<file path="config.mk">
export PLATFORM = sky130hd
export DESIGN_NAME = block_dispatch_ctrl
export DESIGN_NICKNAME = d
export VERILOG_FILES = /design/src/rtl/block_dispatch_ctrl.sv
export SDC_FILE = /design/constraint.sdc
export NUM_CORES = 1
export LEC_CHECK = 0
export ABC_AREA = 1
export CORE_MARGIN = 2
export CORE_UTILIZATION = 52
export DETAILED_ROUTE_END_ITERATION = 12
export PLACE_DENSITY = 0.91
export SLEW_MARGIN = 20
export SYNTH_ARGS = -nofsm -noshare
export SYNTH_HDL_FRONTEND = slang
export SYNTH_SLANG_ARGS = --single-unit
</file>
<file path="constraint.sdc">
create_clock -name sclk -period 8.6 [get_ports sclk]
set_input_delay 0.86 -clock sclk [delete_from_list [all_inputs] [get_ports sclk]]
set_output_delay 0.86 -clock sclk [all_outputs]
set_load 0.02 [all_outputs]
</file>
<file path="src/rtl/block_dispatch_ctrl.sv">
// Two-entry block buffer and AES/CRC/MD5 dispatch sequencer.
// Optional RUN watchdog enabled by defining DISPATCH_TIMEOUT_EN.
module block_dispatch_ctrl #(
    parameter int unsigned FIFO_DEPTH  = 2,
    parameter int unsigned TIMEOUT_CYC = 4096
) (
    input  logic         sclk,
    input  logic         rst,
    input  logic         key_done,
    input  logic [127:0] blk_data,
    input  logic         blk_valid,
    input  logic [2:0]   eng_mask,
    output logic [127:0] eng_data,
    output logic [2:0]   eng_start,
    input  logic [2:0]   eng_done,
    output logic         busy,
    output logic [15:0]  blk_cnt,
    output logic [7:0]   drop_cnt,
    output logic [1:0]   fifo_level,
    output logic         timeout_flag
);

    typedef enum logic [1:0] {
        IDLE,
        LAUNCH,
        RUN,
        RETIRE
    } state_t;

    state_t       state, state_nx;
    logic [127:0] mem [FIFO_DEPTH];
    logic         rd_ptr, wr_ptr;
    logic [2:0]   pend, pend_nx;
    logic         push, pop, drop;
    logic         force_retire;

    assign pop     = (state == RETIRE);
    // A full buffer still accepts a block in the cycle its head retires.
    assign push    = blk_valid & key_done & ((fifo_level != 2'd2) | pop);
    assign drop    = blk_valid & key_done & ~push;
    assign pend_nx = pend & ~eng_done;
    assign busy    = (state != IDLE) || (fifo_level != 2'd0);

    always_comb begin
        state_nx = state;
        unique case (state)
            IDLE:
                if (fifo_level != 2'd0 && key_done) state_nx = LAUNCH;
            LAUNCH:
                state_nx = (eng_mask == 3'b000) ? RETIRE : RUN;
            RUN:
                if (pend_nx == 3'b000 || force_retire) state_nx = RETIRE;
            RETIRE:
                state_nx = IDLE;
            default:
                state_nx = IDLE;
        endcase
    end

    always_ff @(posedge sclk) begin
        if (push) mem[wr_ptr] <= blk_data;
    end

    always_ff @(posedge sclk or posedge rst) begin
        if (rst) begin
            rd_ptr     <= 1'b0;
            wr_ptr     <= 1'b0;
            fifo_level <= 2'd0;
        end else begin
            if (push) wr_ptr <= ~wr_ptr;
            if (pop)  rd_ptr <= ~rd_ptr;
            if (push && !pop)      fifo_level <= fifo_level + 2'd1;
            else if (pop && !push) fifo_level <= fifo_level - 2'd1;
        end
    end

    always_ff @(posedge sclk or posedge rst) begin
        if (rst) begin
            state     <= IDLE;
            eng_data  <= '0;
            eng_start <= '0;
            pend      <= '0;
            blk_cnt   <= '0;
            drop_cnt  <= '0;
        end else begin
            state     <= state_nx;
            eng_start <= '0;
            if (state == LAUNCH) begin
                eng_data  <= mem[rd_ptr];
                pend      <= eng_mask;
                eng_start <= eng_mask;
            end
            if (state == RUN) pend <= pend_nx;
            if (pop) blk_cnt <= blk_cnt + 16'd1;
            if (drop && drop_cnt != 8'hFF) drop_cnt <= drop_cnt + 8'd1;
        end
    end

`ifdef DISPATCH_TIMEOUT_EN
    localparam int unsigned TW = $clog2(TIMEOUT_CYC) + 1;

    logic [TW-1:0] tcnt;

    assign force_retire = (state == RUN) && (pend_nx != 3'b000) &&
                          (tcnt == TW'(TIMEOUT_CYC - 1));

    always_ff @(posedge sclk or posedge rst) begin
        if (rst) begin
            tcnt         <= '0;
            timeout_flag <= 1'b0;
        end else begin
            if (state == LAUNCH)   tcnt <= '0;
            else if (state == RUN) tcnt <= tcnt + TW'(1);
            if (force_retire) timeout_flag <= 1'b1;
        end
    end
`else
    logic unused_timeout_cfg;

    assign unused_timeout_cfg = (TIMEOUT_CYC != 0);
    assign force_retire       = 1'b0;
    assign timeout_flag       = 1'b0;
`endif

endmodule

</file>
==> impl_metrics.csv, run 1 <==
group,metric,value,unit
route,drc_errors,0,
floorplanning,rows,62,
cts,root_buffer,"clkbuf_16",
route,wl_met2,18900,um
route,met3_length,2720,um
layout,layout-drive-gt1-share,5.84,%
floorplanning,die_h,176,um
cts,ctsHoldBuffers,0,
timing,tightest_slew,1.13,ns
logic_synthesis,seq_area_frac_synth,76.6,%
worst_setup_path,r2r_slack,5.44,ns
route,top_layer,"met5",
place,place.gp.congestion,0.845,
grt,overflow,0,
worst_setup_path,cp.required,8.74,ns
route,ant_nets,0,
power,powerDensity,366,nW/um^2
worst_setup_path,cp_max_fo,52,
worst_setup_path,startpoint_type,"register",
worst_setup_path,reg2reg_from,"state[0]",
floorplanning,die_w,176,um
layout,nets,1637,
cts,cts_sinks,420,
floorplanning,io_pins,297,
floorplanning,initial_utilization,53.2,%
floorplanning,die_area,31000,um^2
timing,clock.fmax,317,MHz
logic_synthesis,synth-edff-count,256,
cts,clk_pin_slew,0.06,ns
worst_setup_path,cp.arrival,3.30,ns
cts,cts.repair.resized,0,
cts,cts_tree,"done",
place,placed_area,18600,um^2
layout,n_fill_cell,1891,
timing,hold_viol,0,
logic_synthesis,yosys_warnings,0,
hold_path,hold-path-endpoint,"pend[1]",
cts,clkLatencyLatePin,0.52,ns
logic_synthesis,synthCells,1203,
timing,setup_violations,0,
timing,period_share,36.7,%
timing,finClkSkew,0.0179,ns
hold_path,hold_path.class,"register to register",
logic_synthesis,ys_types,28,
route,first_iter_violations,1028,
cts,clockBufferDepth,3,
cts,cts-buffers-inserted,41,
timing,rsz0062_at_grt,"no",
power,vdd.ir_drop.worst,0.272,mV
timing,setup_tns,0,ns
floorplanning,core,28900,um^2
worst_setup_path,critPathCaptureType,"register",
place,dp_hpwl,23200,um
logic_synthesis,synthArstFlopShare,39.0,%
layout,multi_input_area,3180,um^2
layout,final_area,20000,um^2
logic_synthesis,synth_ff_type,"edfxtp_1",
worst_setup_path,path_buf_inv,2,
power,leakagePower,7.69,nW
worst_setup_path,worst_path_max_delay_cell,"buf_4",
timing,finalMaxSlewViolations,0,
grt,grt_use_total,23.8,%
grt,antenna_found_initial,2,
logic_synthesis,synth.avg_cell_area,12.8,um^2
worst_setup_path,worstPathCellList,"ha_1, inv_2, nand3_2, nand3_1, nor2_4, buf_4",
grt,grt_pass1_wl,57300,um
hold_path,worstHoldStart,"pend[1]",
cts,htreeDepth,2,
logic_synthesis,synth_seq_cells,420,
timing,fin_crit,3.16,ns
place,port_buffers,295,
hold_path,whs_path_depth,2,
status,status,"finished, final reports clean",
worst_setup_path,path_delay_family,"simple AND/OR/NAND/NOR gates",
route,dr.pass1.iters,5,
layout,seqCellArea,11800,um^2
worst_setup_path,r2r_cells,6,
logic_synthesis,synth_nets,1349,
worst_setup_path,worstSetupPathType,"register to register",
route,vias,10400,
route,wl,36900,um
route,vias_per_cell,5.47,
layout,syn_to_final_growth,29.9,%
worst_setup_path,r2r-end,"mem[0][114]",
logic_synthesis,syn_area,15400,um^2
grt,grt_max_degree,101,
worst_setup_path,max_stage_delay,0.72,ns
grt,grt_pass1_vias,10700,
route,wl_met1,13700,um
flow_run,drv_cap,0,
timing,slew_headroom,24.8,%
route,wl_per_cell,19.3,um
cts,cts_setup_buffers,0,
-- sequential cells by signal, summed over array words and instances, names as in the netlist, 2 cells and up --
name        cells
blk_cnt        16
drop_cnt        8
eng_data      128
eng_start       3
fifo_level      2
mem           256
pend            3
state           2
-- worst max-delay path by stage --
stage | from | to | slack (ns) | cells past startpoint
after floorplan | blk_valid | mem[1][0] | 1.66 | 2
after global placement | key_done | mem[0][43] | 5.16 | 4
after detailed placement | key_done | mem[0][46] | 5.13 | 4
after CTS | state[0] | mem[0][102] | 5.44 | 6
after global routing | state[0] | mem[0][67] | 5.20 | 6
final | state[0] | mem[0][114] | 5.44 | 6
-- kinds of logic (layout without fill, tap and decap cells) --
group | after synthesis | count (layout) | share of synthesized area [%]
DFF | 420 | 420 | 76.6
adders and majority gates | 8 | 8 | 0.651
other | 1 | 2 | 0.0244
xor gates and xnor gates | 15 | 15 | 0.854
buffers and inverters | 98 | 418 | 2.90
and+or+nand+nor | 522 | 522 | 13.4
AOI/OAI and AO/OA | 139 | 139 | 5.56
-- Yosys cell counts (all sizes together), types with 6 or more instances --
cell | instances | area [um^2]
edfxtp | 256 | 7690
buf | 54 | 278
inv | 39 | 149
o21ai | 6 | 30.0
xor2 | 9 | 78.8
a31oi | 128 | 801
nand3 | 15 | 90.1
nor2 | 153 | 592
nand2 | 342 | 1290
xnor2 | 6 | 52.6
ha | 8 | 100
nand4 | 7 | 43.8
dfrtp | 164 | 4100
-- metal layers --
metal	GRT usage, %	vias up
met5	0	-
met2	41.6	519
met4	9.23	2
met1	29.5	5089
li1	-	4714
met3	4.74	118
-- area by class of cell --
cell class / count / share of cell area [%]
inverters: 39 / 0.783
well taps: 384 / 2.40
diodes: 1 / 0.0125
repair buffers: 304 / 15.1
clock buffers: 59 / 5.88
clock inverters: 16 / 0.870
multi-input cells: 685 / 15.9
flip-flops and latches: 420 / 59.0
-- power breakdown --
part / internal [mW] / switching [mW] / total, mW
logic: 0.990 / 1.51 / 2.50
registers: 2.69 / 0.335 / 3.02
clock network: 1.04 / 0.738 / 1.78
total: 4.72 / 2.59 / 7.31
-- placed cells by master (no fill, tap or decap), types with 11 or more instances in the layout --
cell	n
a31oi_1	128
clkbuf_1	11
clkbuf_16	42
clkdlybuf4s50_1	295
dfrtp_1	163
edfxtp_1	256
inv_1	35
nand2_1	340
nand3_1	12
nor2_1	148
-- tightest hold or removal path, delay by kind of cell (launching register included) --
| kind | cells | cell delay [ns] |
|---|---|---|
| flip-flops | 1 | 0.34 |
| AND/OR/NAND/NOR | 2 | 0.11 |
-- per-stage QoR --
step / std cells / setup WS [ns] / hold slack [ns] / power (mW) / utilization [%]
4_1_cts: 1907 / 5.44 / 0.491 / 7.35 / 69.0
5_1_grt: 1908 / 5.20 / 0.518 / 7.67 / 69.0
3_5_place_dp: 1832 / 5.13 / 0.475 / 5.54 / 64.4
6_report: 1908 / 5.44 / 0.484 / 7.31 / 69.0
2_1_floorplan: 1203 / 1.66 / 0.449 / 4.43 / -
3_3_place_gp: 1832 / 5.16 / 0.465 / 5.40 / 64.4
No activity file was read; power rests on OpenSTA's default activity.
==> run 2: changes to the inputs <==
==> constraint.sdc (replaced) <==
create_clock -name sclk -period 3.1 [get_ports sclk]
set_input_delay 0.31 -clock sclk [delete_from_list [all_inputs] [get_ports sclk]]
set_output_delay 0.31 -clock sclk [all_outputs]
set_load 0.02 [all_outputs]
==> run 2 against run 1 <==
  * Utilization grew 0.62 points
  * Non-clock buffer count grew 3
  * Die area is the same
  * Via count grew 0.17%
  * Global-route usage shrank 0.69 points
  * Critical path type is now register to primary output
==> impl_metrics.csv, run 2 (synthesized netlist as in run 1, its figures left out) <==
group,metric,value,unit
power,clkPwrFrac,24.5,%
worst_setup_path,startpoint_type,"register",
route,wl,36200,um
power,switching_share,35.2,%
floorplanning,io_pins,297,
grt,grt_busiest_layer,"met2",
worst_setup_path,worstPathCellList,"inv_1, ha_1, nand2_1, clkdlybuf4s50_1",
grt,grt_pass1_wl,55800,um
timing,hold_viol,0,
route,dr.pass1.iters,6,
route,vias,10500,
power,p_seq_share,40.6,%
floorplanning,die_w,176,um
layout,largest_reg_flops,256,
layout,syn_to_final_growth,31.0,%
layout,mostFrequentLayoutCell,"nand2_1",
worst_setup_path,path_delay_family,"buffers and inverters",
timing,finClkSkew,0.0150,ns
place,dp_hpwl,22100,um
hold_path,hold_path.class,"input pin to async pin",
timing,tightest_slew,0.675,ns
layout,final_util,69.7,%
worst_setup_path,critPathCaptureType,"primary output",
timing,fin_crit,2.43,ns
cts,clockBufferDepth,3,
cts,cts_sinks,420,
layout,final_cell_mix,"340 x nand2_1, 295 x clkdlybuf4s50_1, 256 x edfxtp_1, 163 x dfrtp_1, 148 x nor2_1",
worst_setup_path,max_stage_delay,0.61,ns
worst_setup_path,endpoint,"busy",
power,leakagePower,7.75,nW
power,internal-power,13.2,mW
cts,clkLatencyLatePin,0.53,ns
worst_setup_path,cp_max_fo,5,
place,place.gp.congestion,0.923,
floorplanning,initial_utilization,53.2,%
place,port_buffers,295,
timing,setup_tns,0,ns
layout,nets,1640,
route,first_iter_violations,1118,
floorplanning,core,28900,um^2
cts,cts_setup_buffers,0,
cts,clk_pin_slew,0.07,ns
cts,root_buffer,"clkbuf_16",
floorplanning,rows,62,
timing,slew_headroom,55.0,%
timing,period_share,78.3,%
layout,largest_register,"mem",
cts,htreeDepth,2,
power,p_sw,7.19,mW
worst_setup_path,worst_path_max_delay_cell,"clkdlybuf4s50_1",
power,vdd.ir_drop.worst,0.764,mV
timing,finalMaxSlewViolations,0,
worst_setup_path,setup.worst_path.start,"state[0]",
timing,rsz0062_at_grt,"no",
worst_setup_path,r2r_cells,6,
worst_setup_path,r2r-end,"mem[0][71]",
power,comb_power_share,34.9,%
grt,grtUsageMet3,5.56,%
layout,n_fill_cell,1845,
grt,antenna_found_initial,3,
grt,grt_max_degree,130,
power,powerDensity,1010,nW/um^2
worst_setup_path,reg2reg_from,"state[0]",
cts,ctsHoldBuffers,0,
route,wl_per_cell,18.9,um
floorplanning,die_area,31000,um^2
worst_setup_path,cp.arrival,2.12,ns
layout,top_regs,"mem: 256 flops, eng_data: 128 flops, blk_cnt: 16 flops",
grt,overflow,0,
worst_setup_path,cp.required,2.79,ns
timing,setup_violations,0,
timing,clock.fmax,412,MHz
status,status,"finished, final reports clean",
worst_setup_path,worstSetupPathType,"register to primary output",
cts,cts.repair.resized,0,
cts,cts-buffers-inserted,41,
worst_setup_path,path_buf_inv,2,
grt,grt_use_total,23.1,%
grt,grt_pass1_vias,10600,
flow_run,drv_cap,0,
worst_setup_path,path_depth,4,
worst_setup_path,r2r_slack,0.78,ns
cts,cts_tree,"done",
grt,met1_usage,28.3,%
route,drc_errors,0,
grt,grt_use_met2,40.3,%
route,ant_nets,0,
layout,layout-drive-gt1-share,6.22,%
floorplanning,die_h,176,um
route,vias_per_cell,5.47,
## run 2: power groups by stage
stage	combinational (mW)	sequential (mW)	clock, mW
after global placement	6.80	8.28	0
after floorplan	2.97	9.28	0
after detailed placement	7.09	8.34	0
after CTS	7.17	8.28	5.06
after global routing	7.71	8.42	5.33
final	7.12	8.29	5.00
## run 2: cell type report
cell class              instances  area, um^2  share of cell area, %
clock buffers                  49        1130                   5.60
well taps                     384         480                   2.38
inverters                      39         155                  0.770
clock inverters                27         243                   1.20
multi-input cells             685        3200                   15.9
flip-flops and latches        420       11800                   58.5
diodes                          2        5.00                 0.0248
repair buffers                307        3160                   15.7
## run 2: worst register-to-register path, cell delays in order, from the launching register on
cell and delay (ns):
dfrtp_1 0.47, ha_1 0.44, inv_2 0.11, nand3_4 0.10
nand3_4 0.12, nor2_4 0.15, buf_12 0.49
## run 2: how the worst min path moves through the flow
stage                           start            end  cells past startpoint
after floorplan           blk_data[0]      mem[0][0]                      0
after global placement        pend[2]        pend[2]                      2
after detailed placement      pend[1]        pend[1]                      2
after CTS                         rst    eng_data[3]                      2
after global routing              rst    eng_data[6]                      2
final                             rst  eng_data[125]                      2
## run 2: per-layer routing
| layer | up-vias | wire length (um) |
|---|---|---|
| met1 | 5096 | 13200 |
| met2 | 535 | 18700 |
| li1 | 4734 | - |
| met4 | 2 | 1130 |
| met3 | 93 | 3150 |
| met5 | - | 13 |
## run 2: through the flow
stage	power, mW	setup slack (ns)	hold slack (ns)	instances	area, um^2
floorplan	12.3	-0.162	0.409	1203	15400
global placement	15.1	0.907	0.463	1835	18800
detailed placement	15.4	0.781	0.467	1835	18800
CTS	20.5	0.656	0.0722	1911	20200
global route	21.5	0.568	0.0989	1912	20200
finish	20.4	0.672	0.0888	1913	20200
